### src/rtl/bus_ready_pkg.sv
// Shared types and helpers for the bus READY / wait-state generator.
package bus_ready_pkg;

    typedef enum logic [1:0] {
        IDLE = 2'd0,
        WAIT = 2'd1,
        HOLD = 2'd2,
        DONE = 2'd3
    } ready_state_t;

    // Bits needed to hold 0..max_value, never less than one bit.
    function automatic int unsigned counter_width(input int unsigned max_value);
        int unsigned w;
        w = $clog2(max_value + 1);
        return (w < 1) ? 1 : w;
    endfunction

    function automatic int unsigned max3(input int unsigned a, input int unsigned b,
                                         input int unsigned c);
        int unsigned m;
        m = (a > b) ? a : b;
        return (m > c) ? m : c;
    endfunction

endpackage

### src/rtl/bus_ready_generator_sync.sv
// Two-flop synchronizer for the asynchronous expansion-bus ready line.
// Resets to 1 so an idle bus reads as ready.
module ready_synchronizer (
    input  logic clock,
    input  logic reset_n,
    input  logic async_in,
    output logic sync_out
);

    logic meta_q;
    logic sync_q;

    // Shift the raw input through two flops to settle metastability.
    always_ff @(posedge clock or negedge reset_n) begin
        if (!reset_n) begin
            meta_q <= 1'b1;
            sync_q <= 1'b1;
        end else begin
            meta_q <= async_in;
            sync_q <= meta_q;
        end
    end

    assign sync_out = sync_q;

endmodule

### src/rtl/bus_ready_generator.sv
// Wait-state and READY generator: inserts programmed wait states on bus
// commands, stretches them on io_channel_ready, and forces completion with a
// one-clock bus_timeout if a stretched cycle never finishes.
module bus_ready_generator
    import bus_ready_pkg::*;
#(
    parameter int unsigned IO_WAIT_STATES  = 1,
    parameter int unsigned MEM_WAIT_STATES = 0,
    parameter int unsigned DMA_WAIT_STATES = 1,
    parameter int unsigned TIMEOUT_CYCLES  = 256
) (
    input  logic clock,
    input  logic reset_n,
    input  logic io_read_n,
    input  logic io_write_n,
    input  logic memory_read_n,
    input  logic memory_write_n,
    input  logic address_enable_n,
    input  logic dma_wait_n,
    input  logic io_channel_ready,
    output logic processor_ready,
    output logic dma_ready,
    output logic bus_timeout
);

    localparam int unsigned MAX_WAIT = max3(IO_WAIT_STATES, MEM_WAIT_STATES, DMA_WAIT_STATES);
    localparam int unsigned WW       = counter_width(MAX_WAIT);
    localparam int unsigned TW       = counter_width(TIMEOUT_CYCLES);

    localparam logic [WW-1:0] IO_W   = WW'(IO_WAIT_STATES);
    localparam logic [WW-1:0] MEM_W  = WW'(MEM_WAIT_STATES);
    localparam logic [WW-1:0] DMA_W  = WW'(DMA_WAIT_STATES);
    localparam logic [WW-1:0] ONE_W  = WW'(1);
    localparam logic [TW-1:0] ONE_T  = TW'(1);

    ready_state_t  state_q, state_d;
    logic [WW-1:0] wait_cnt_q, wait_cnt_d;
    logic [TW-1:0] hold_cnt_q, hold_cnt_d;
    logic          ready_q, ready_d;
    logic          timeout_q, timeout_d;
    logic          cmd_active_q;

    logic          rdy_s;
    logic          cmd_active;
    logic          cmd_start;
    logic          io_strobe;
    logic [WW-1:0] wait_sel;
    logic          hold_expired;

    ready_synchronizer u_sync (
        .clock    (clock),
        .reset_n  (reset_n),
        .async_in (io_channel_ready),
        .sync_out (rdy_s)
    );

    assign cmd_active = ~(io_read_n & io_write_n & memory_read_n & memory_write_n);
    assign cmd_start  = cmd_active & ~cmd_active_q;
    assign io_strobe  = ~(io_read_n & io_write_n);

    // Wait count chosen at command start: DMA ownership first, then I/O over memory.
    always_comb begin
        wait_sel = MEM_W;
        if (address_enable_n)
            wait_sel = DMA_W;
        else if (io_strobe)
            wait_sel = IO_W;
    end

    generate
        if (TIMEOUT_CYCLES == 0) begin : g_no_timeout
            assign hold_expired = 1'b0;
        end else begin : g_timeout
            // Counter holds completed HOLD clocks; this clock is the last allowed one.
            assign hold_expired = (hold_cnt_q >= TW'(TIMEOUT_CYCLES - 1));
        end
    endgenerate

    // State, counters, READY and timeout pulse registers.
    always_ff @(posedge clock or negedge reset_n) begin
        if (!reset_n) begin
            state_q      <= IDLE;
            wait_cnt_q   <= '0;
            hold_cnt_q   <= '0;
            ready_q      <= 1'b1;
            timeout_q    <= 1'b0;
            cmd_active_q <= 1'b0;
        end else begin
            state_q      <= state_d;
            wait_cnt_q   <= wait_cnt_d;
            hold_cnt_q   <= hold_cnt_d;
            ready_q      <= ready_d;
            timeout_q    <= timeout_d;
            cmd_active_q <= cmd_active;
        end
    end

    // Next-state logic; a WAIT->DONE exit keeps READY low one more clock so
    // N wait states always yield N+1 not-ready clocks.
    always_comb begin
        state_d    = state_q;
        wait_cnt_d = wait_cnt_q;
        hold_cnt_d = '0;
        ready_d    = ready_q;
        timeout_d  = 1'b0;
        case (state_q)
            IDLE: begin
                ready_d = 1'b1;
                if (cmd_start) begin
                    if (wait_sel != '0) begin
                        state_d    = WAIT;
                        wait_cnt_d = wait_sel - ONE_W;
                        ready_d    = 1'b0;
                    end else if (!rdy_s) begin
                        state_d = HOLD;
                        ready_d = 1'b0;
                    end else begin
                        state_d = DONE;
                    end
                end
            end
            WAIT: begin
                if (!cmd_active) begin
                    state_d    = IDLE;
                    wait_cnt_d = '0;
                    ready_d    = 1'b1;
                end else if (wait_cnt_q != '0) begin
                    wait_cnt_d = wait_cnt_q - ONE_W;
                end else if (rdy_s) begin
                    state_d = DONE;
                end else begin
                    state_d = HOLD;
                end
            end
            HOLD: begin
                if (!cmd_active) begin
                    state_d = IDLE;
                    ready_d = 1'b1;
                end else if (rdy_s) begin
                    state_d = DONE;
                    ready_d = 1'b1;
                end else if (hold_expired) begin
                    state_d   = DONE;
                    ready_d   = 1'b1;
                    timeout_d = 1'b1;
                end else begin
                    hold_cnt_d = (hold_cnt_q != '1) ? hold_cnt_q + ONE_T : hold_cnt_q;
                end
            end
            DONE: begin
                ready_d = 1'b1;
                if (!cmd_active)
                    state_d = IDLE;
            end
            default: begin
                state_d = IDLE;
                ready_d = 1'b1;
            end
        endcase
    end

    assign processor_ready = ready_q & dma_wait_n;
    assign dma_ready       = address_enable_n ? ready_q : 1'b1;
    assign bus_timeout     = timeout_q;

endmodule

### config.mk
export PLATFORM = sky130hd
export DESIGN_NAME = bus_ready_generator
export DESIGN_NICKNAME = d
export VERILOG_FILES = /design/src/rtl/bus_ready_pkg.sv /design/src/rtl/bus_ready_generator_sync.sv /design/src/rtl/bus_ready_generator.sv
export SDC_FILE = /design/constraint.sdc
export NUM_CORES = 1
export LEC_CHECK = 0
export BUFFER_PORTS_ARGS = -buffer_cell sky130_fd_sc_hd__buf_2
export CAP_MARGIN = 20
export CORE_UTILIZATION = 54
export CTS_CLUSTER_DIAMETER = 150
export DETAILED_ROUTE_END_ITERATION = 8
export GPL_TIMING_DRIVEN = 0
export HOLD_SLACK_MARGIN = 0.15
export PLACE_DENSITY = 0.76
export SLEW_MARGIN = 20
export SYNTH_ARGS = -nofsm -noshare
export SYNTH_HDL_FRONTEND = slang
export SYNTH_HIERARCHICAL = 1
export SYNTH_SLANG_ARGS = --single-unit
### constraint.sdc
create_clock -name clock -period 2.2 [get_ports clock]
set_input_delay 0.33 -clock clock [delete_from_list [all_inputs] [get_ports clock]]
set_output_delay 0.33 -clock clock [all_outputs]
set_load 0.02 [all_outputs]
* Word-level counts from Yosys, hierarchy flattened
Index checks and enable logic that the tools add are counted.
** Storage, ports and cells
- Bits in registers :: 17
- Input port bits :: 9
- Output and inout bits :: 3
** Cells by class
- Add/subtract/negate cells :: 3
- Order comparisons :: 1
- Equality and inequality tests :: 11
- Multiplexer cells :: 35
- Bitwise gates (word level) :: 7
- Reductions and logical operators :: 5
** Operators with widths (count)
- 2-to-1 mux 9 bit :: 5
- 2-to-1 mux 1 bit :: 19
- 2-to-1 mux 2 bit :: 8
- adder 9 x 1 -> 9 bit (second input constant) :: 1
- >= comparator 9 x 8 -> 1 bit (second input constant) :: 1
- inequality test 9 bit (second input constant) :: 1
- inequality test 2 bit (second input constant) :: 4
- one-hot mux 2 bit (4 select lines) :: 1
- AND 1 bit :: 5
- inequality test 5 x 4 -> 1 bit (second input constant) :: 1
- equality test 2 bit (second input constant) :: 2
- inequality test 4 x 3 -> 1 bit (second input constant) :: 1
- one-hot mux 1 bit (4 select lines) :: 1
- AND reduction 4 bit :: 1
- inequality test 3 bit (second input constant) :: 1
- AND reduction 3 bit :: 1
- equality test 2 x 1 -> 1 bit (second input constant) :: 1
- zero test 2 bit :: 1
- NOT 1 bit :: 2
- one-hot mux 1 bit (2 select lines) :: 1
- AND reduction 2 bit :: 1
- nonzero test 2 bit :: 1
- subtractor 1 bit (second input constant) :: 2

* Depth between registers and ports, before layout
Gate-level depths: netlist of the first run.
- Depth in word-level cells :: 7
- Depth in mapped cells :: 8

* By module
Netlist of the first run, hierarchy kept.
** By module, submodules not included
- bus_ready_generator :: times used 1, cells an instance 79, area each 835.8 um^2, sequential area each 376.6 um^2
- ready_synchronizer :: times used 1, cells an instance 2, area each 52.6 um^2, sequential area each 52.6 um^2

* Worst setup path before layout of the first run
OpenSTA, ideal clock, no wires.
- Path type :: register -> register
- Start :: reg hold_cnt_q[0]
- End :: reg hold_cnt_q[5]
- Library setup time :: 0.087 ns
- Arrival :: 1.852 ns
- Data required time :: 2.113 ns
- Setup slack :: 0.261 ns
- Cell stages (with the launch flop) :: 9
- Buffers on the path :: 1
- Period minus slack after synthesis :: 1.939 ns
- Path through :: dfrtp_1 -> ha_1 -> nand3_1 -> nor2_1 -> ha_1 -> clkbuf_2 -> nand4b_4 -> or3_1 -> a211oi_2
** On the way
- Word-level cells in the longest chain between the ends :: 6
- Elaborated cells between the ends (all ways) :: 9
** Ends and longest elaborated chain
- from (decl) :: line bus_ready_generator.sv:38 : logic [TW-1:0] hold_cnt_q, hold_cnt_d;
- from (signal assigned) :: line bus_ready_generator.sv:91 : hold_cnt_q <= hold_cnt_d;
- adder 9 x 1 -> 9 bit :: line bus_ready_generator.sv:147 : hold_cnt_d = (hold_cnt_q != '1) ? hold_cnt_q + ONE_T : hold_cnt_q;
- 2-to-1 mux 9 bit :: line bus_ready_generator.sv:147
- 2-to-1 mux 9 bit :: line bus_ready_generator.sv:142 : end else if (hold_expired) begin
- 2-to-1 mux 9 bit :: line bus_ready_generator.sv:139 : end else if (rdy_s) begin
- 2-to-1 mux 9 bit :: line bus_ready_generator.sv:136 : if (!cmd_active) begin
- 2-to-1 mux 9 bit :: line bus_ready_generator.sv:106 : case (state_q)
Parallel ways exist; a longest one is shown, timed or not. The select of a mux whose other input is x is not followed.
A chain may end at the register's enable or synchronous reset.

* Final worst setup path of the first run
Ends and elaborated chain as after synthesis.

==> results.cfg, run 1 <==
[floorplanning]
ios = 12
core_area_um2 = 1524
die-area_um2 = 1811
num_rows = 14
die_h_um = 42.56
start_util_pct = 58.29
die_x_um = 42.56

[yosys]
syn_area_um2 = 888.4
synth_cells = 81
yosysWarnings = 6
ys_async_sr_fraction_pct = 100.0
syn_avg_cell_area_um2 = 10.97
synth_edf_count = 0
ys_ff_latch = 17
ys.flop_type = dfrtp_1
synth_seq_area_share_pct = 48.31
ys_types = 42
synth_fp_nets = 93

[placed_design]
place_area_um2 = 963.4
io_buffer_count = 11
finalWeightedCongestion = 0.8186
dp_cells = 108

[cts]
clk_pin_slew_worst_paths_ns = 0.09
post_cts_buffers = 0
cts_buffers = 3
cts.sinks = 17
clk_latency_ns = 0.28
cts_buffer_depth = 2
h-tree-depth = 1
cts_tree = done
root_buffer = clkbuf_4

[grt]
grt_pass1_wl_um = 2352
grt_pass1_vias = 573
grt_start_max_net_pins = 18
grtUsageTotal_pct = 17.21
grt_antenna_before_repair = 0
grt_overflow = 0

[route]
postRouteAntennaNets = 0
routed_wl_um = 1378
via_count = 636
initialDrtViolationCount = 8
drt_first_pass_iters = 4
viasPerCell = 5.579
wl_per_cell_um = 12.09
drc = 0

[sta]
slew_headroom_pct = 75.51
clock_skew_ns = 0.002652
hold_viol_final = 0
rsz0062_at_grt = false
finalCriticalPeriod_ns = 2.083
fmax_ghz = 0.4800
setup-violations-final = 0
drv_slew = 0
finalSetupTns_ns = 0
fin_crit_sh_pct = 94.69
tightest_slew_ns = 0.3673

[setup_path]
cp.required_ns = 2.40
path_max_fanout = 9
worstSetupStartpointType = register
arrival_ns = 2.28
crit_type = register to register
crit_chain = ha_1 -> nand3_1 -> nor2_1 -> ha_1 -> clkbuf_2 -> nand4b_4 -> or3_1 -> a211oi_2
slowest_stage = dfrtp_2
max_stage_delay_ns = 0.45
end_kind = register
path_common_cell = ha_1
critical_path_buf_inv_count = 1
critPathTopFamily = simple AND/OR/NAND/NOR gates

[cells_and_area]
layoutNonFillerInstCount = 114
design_area_um2 = 1011
fin_nets = 111
num-fill-cells = 134
antenna_cells = 0
drive_gt1_share_pct = 27.55
synthToLayoutAreaGrowth_pct = 13.80

[run]
maxCapViolations = 0

[worst_hold_path]
hp-class = register to register

[power_and_ir_drop]
cellLeakagePower_nw = 0.4614
total_power_mw = 0.5284
irDropWorstVdd_mv = 0.3171
power.density_nw_per_um2 = 522.7

[status]
status = complete, no violations
-- layer usage --
metal  part of all wire, %  vias to the layer above  global-route usage (%)  wire [um]
li1                      -                      334                       -          -
met1                    54                      298                   25.49        751
met2                    44                        4                   25.85        600
met3                   1.9                        0                   3.879         26
met4                     0                        0                   3.750          0
met5                     0                        -                       0          0
-- synth_stat cells (2+ instances only) --
master | count | area share [%]
nand3_1 | 2 | 1.1
nor3b_1 | 2 | 1.7
nor2_1 | 5 | 2.1
nand2_1 | 2 | 0.85
inv_1 | 3 | 1.3
nor2b_1 | 3 | 2.1
a211oi_2 | 2 | 2.8
xor2_1 | 3 | 3.0
dfstp_2 | 3 | 8.9
nand4_1 | 3 | 2.1
nor3_1 | 7 | 3.9
dfrtp_1 | 14 | 39
ha_1 | 3 | 4.2
-- stage by stage --
stage / utilization, % / setup slack (ns) / hold slack (ns)
after CTS: 66.26 / 0.1027 / 0.3647
after floorplan: - / 0.2615 / 0.03441
after global placement: 63.22 / 0.1420 / 0.2632
final: 66.34 / 0.1168 / 0.3613
after global routing: 66.34 / 0.009477 / 0.3668
after detailed placement: 63.22 / 0.1199 / 0.2622
-- power by group --
part	internal [mW]	switching [mW]	total, mW
Sequential	0.321	0.00505	0.326
Combinational	0.0189	0.0247	0.0435
Clock	0.0702	0.0891	0.159
Total	0.410	0.119	0.528
-- layout make-up --
class	count	area (um^2)	area share (%)
Inverter	3	11.26	1.114
Sequential cell	17	430.4	42.57
Buffer	4	21.27	2.104
Clock buffer	4	26.28	2.599
Multi-Input combinational cell	57	426.7	42.20
Timing Repair Buffer	13	75.07	7.426
Tap cell	16	20.02	1.980
-- worst paths after layout --
| check | start | to | slack [ns] | cells past startpoint |
|---|---|---|---|---|
| setup reg to reg | hold_cnt_q[0]$_DFFE_PN0P_ | hold_cnt_q[5]$_DFFE_PN0P_ | 0.12 | 8 |
| hold reg to reg | u_sync/meta_q$_DFF_PN1_ | u_sync/sync_out$_DFF_PN1_ | 0.36 | 0 |
| setup / recovery | hold_cnt_q[0]$_DFFE_PN0P_ | hold_cnt_q[5]$_DFFE_PN0P_ | 0.12 | 8 |
| min in group asynchronous | reset_n | hold_cnt_q[6]$_DFFE_PN0P_ | 0.49 | 2 |
| max in group asynchronous | reset_n | ready_q$_DFFE_PN1P_ | 1.40 | 2 |
| hold / removal | u_sync/meta_q$_DFF_PN1_ | u_sync/sync_out$_DFF_PN1_ | 0.36 | 0 |
-- cells in the final DEF, fill, tap and decap left out, types with 2 or more instances in the layout --
cell type      Yosys  layout
clkbuf_1           1       2
nand4_1            3       3
nor2b_1            3       3
buf_2              1      12
dfrtp_1           14      13
nor2_1             5       5
nand3_1            2       2
xor2_1             3       3
nor3_1             7       7
nand2_1            2       2
dlygate4sd3_1      0       2
a211oi_2           2       2
dfstp_2            3       3
nor3b_1            2       2
ha_1               3       3
inv_1              3       3
clkbuf_4           0       3
-- sequential cells by signal, indices dropped and copies added (netlist names) --
name	flops
u_sync/sync_out	1
wait_cnt_q	1
u_sync/meta_q	1
state_q	2
ready_q	1
bus_timeout	1
cmd_active_q	1
hold_cnt_q	9
-- timing repair --
| action | 4_1_cts | 5_1_grt |
|---|---|---|
| setup endpoints to repair | 0 | 1 |
| resized for setup | 0 | 1 |
| hold buffers | 2 | 0 |
| endpoints found under the hold margin | 15 | 0 |
-- logic make-up after synthesis --
family          after synthesis  synth area share [%]
simple gates                 35                 25.64
flops                        17                 48.31
compound gates               14                 13.10
buf+inv                       7                 3.661
xor+xnor                      4                 3.944
fa+ha+maj                     3                 4.226
mux                           1                 1.127
(Power assumes the default switching activity.)
==> run 2: changes to the inputs <==
--- a/config.mk
+++ b/config.mk
@@ -13,6 +13,7 @@
 export GPL_TIMING_DRIVEN = 0
 export HOLD_SLACK_MARGIN = 0.15
 export PLACE_DENSITY = 0.76
+export SETUP_SLACK_MARGIN = 0.5
 export SLEW_MARGIN = 20
 export SYNTH_ARGS = -nofsm -noshare
 export SYNTH_HDL_FRONTEND = slang
==> run 2 against run 1 <==
  * Register-to-register slack improved by 0.28 ns
  * Sequential share of layout area down 7.6 points
  * Die area is the same
  * Via count up 16%
  * Clock skew is 0.0024 ns higher
  * Critical path depth unchanged
  * Critical endpoint unchanged
  * Clock-buffer cell count decreased by 1
  * Total power is 2.7% higher
==> results.cfg, run 2 (synthesis gave the netlist of run 1 again) <==
[cts]
root_buffer = clkbuf_4
h-tree-depth = 1
cts.sinks = 17
clk_pin_slew_worst_paths_ns = 0.10
cts_buffer_depth = 2
cts_tree = done
clk_latency_ns = 0.28
cts_buffers = 3

[cells_and_area]
num-fill-cells = 86
synthToLayoutAreaGrowth_pct = 38.59
layout_common_cells = 13 x dfrtp_1, 12 x buf_2, 12 x buf_4
top_register = hold_cnt_q
drive_gt1_share_pct = 50.00
largest_register_ff_count = 9
fin_nets = 127
antenna_cells = 0
top_regs = hold_cnt_q x9, state_q x2
post-route-util_pct = 80.79
final_common_cell = dfrtp_1
layoutNonFillerInstCount = 130

[setup_path]
crit_type = register to register
arrival_ns = 2.02
slowest_stage = dfrtp_2
path_depth = 8
crit_chain = ha_4 -> nand3_2 -> nor2_2 -> ha_2 -> buf_8 -> nand4b_4 -> or3_4 -> a211oi_2
end_kind = register
critPathTopFamily = simple AND/OR/NAND/NOR gates
path_max_fanout = 4
reg2reg_depth = 8
cp.required_ns = 2.41
worstSetupStartpointType = register
critical_path_buf_inv_count = 1
max_stage_delay_ns = 0.44

[sta]
setup-violations-final = 0
tightest_slew_ns = 0.3740
fmax_ghz = 0.5545
finalCriticalPeriod_ns = 1.803
clock_skew_ns = 0.005026
holdWs_ns = 0.3632
setup_ws_ns = 0.3967
fin_crit_sh_pct = 81.97
finalSetupTns_ns = 0
hold_viol_final = 0
slew_headroom_pct = 75.07
drv_slew = 0
rsz0062_at_grt = true

[floorplanning]
die_h_um = 42.56
ios = 12
die_x_um = 42.56
start_util_pct = 58.29
num_rows = 14
core_area_um2 = 1524
die-area_um2 = 1811

[route]
wl_met1_um = 839
wl_per_cell_um = 13.92
wl_met2_um = 885
dr.max_layer_used = met4
drc = 0
via_count = 738
wl_met3_um = 56
viasPerCell = 5.677
postRouteAntennaNets = 0
initialDrtViolationCount = 12
drt_first_pass_iters = 4
routed_wl_um = 1810

[power_and_ir_drop]
sw_frac_of_total_pct = 24.31
power_switching_mw = 0.1319
irDropWorstVdd_mv = 0.2448
cellLeakagePower_nw = 0.5532
p_seq_share_pct = 59.9
cellInternalPower_mw = 0.4107
power.density_nw_per_um2 = 440.8
power_frac_clock_pct = 30.9
comb_power_share_pct = 9.2

[grt]
grt_pass1_wl_um = 3008
grt_pass1_vias = 694
grtUsageTotal_pct = 21.78
grt_start_max_net_pins = 18
grt_overflow = 0
grt_antenna_before_repair = 0

[placed_design]
finalWeightedCongestion = 0.7913
io_buffer_count = 11
dp_slack_ns = 0.2472
hpwl_um = 1076
dp_cells = 108

[run]
maxCapViolations = 0

[worst_hold_path]
whs_path_depth = 0
hp-class = register to register

[status]
status = complete, no violations
[run 2: power by group through the flow]
stage | Sequential [mW] | Clock (mW) | Combinational, mW
2_1_floorplan | 0.330 | 0 | 0.0230
3_3_place_gp | 0.331 | 0 | 0.0410
3_5_place_dp | 0.332 | 0 | 0.0423
4_1_cts | 0.325 | 0.175 | 0.0489
5_1_grt | 0.326 | 0.188 | 0.0557
6_report | 0.325 | 0.168 | 0.0498
[run 2: layout make-up]
type	instances	area (um^2)	area share, %
inverter	3	11.26	0.9146
buffer	4	35.03	2.846
clock inverter	1	7.507	0.6098
multi-input combinational	57	494.2	40.14
timing repair buffer	29	210.2	17.07
tap	16	20.02	1.626
sequential	17	430.4	34.96
clock buffer	3	22.52	1.829
[run 2: repair_timing]
item,in CTS,in global routing
hold endpoints to repair,15,0
setup buffers,8,8
hold buffers,2,0
gates resized for setup,6,14
setup endpoints to repair,10,10
pin swaps,5,9
[run 2: worst paths after layout]
check	startpoint	slack, ns	endpoint
setup / recovery	hold_cnt_q[0]$_DFFE_PN0P_	0.40	hold_cnt_q[5]$_DFFE_PN0P_
hold / removal	u_sync/meta_q$_DFF_PN1_	0.36	u_sync/sync_out$_DFF_PN1_
setup reg to reg	hold_cnt_q[0]$_DFFE_PN0P_	0.40	hold_cnt_q[5]$_DFFE_PN0P_
hold reg to reg	u_sync/meta_q$_DFF_PN1_	0.36	u_sync/sync_out$_DFF_PN1_
max in group asynchronous	reset_n	1.41	ready_q$_DFFE_PN1P_
min in group asynchronous	reset_n	0.48	wait_cnt_q$_DFFE_PN0P_
[run 2: metrics by stage]
stage | power [mW] | instance area [um^2]
final | 0.5427 | 1231
after global routing | 0.5702 | 1231
after CTS | 0.5493 | 1115
after detailed placement | 0.3739 | 977.2
after global placement | 0.3724 | 977.2
after floorplan | 0.3533 | 902.1
[run 2: routing by layer]
| layer | vias up | track usage (%) |
|---|---|---|
| li1 | 359 | - |
| met1 | 362 | 28.17 |
| met2 | 13 | 37.54 |
| met3 | 4 | 3.879 |
| met4 | 0 | 5.625 |
| met5 | - | 0 |
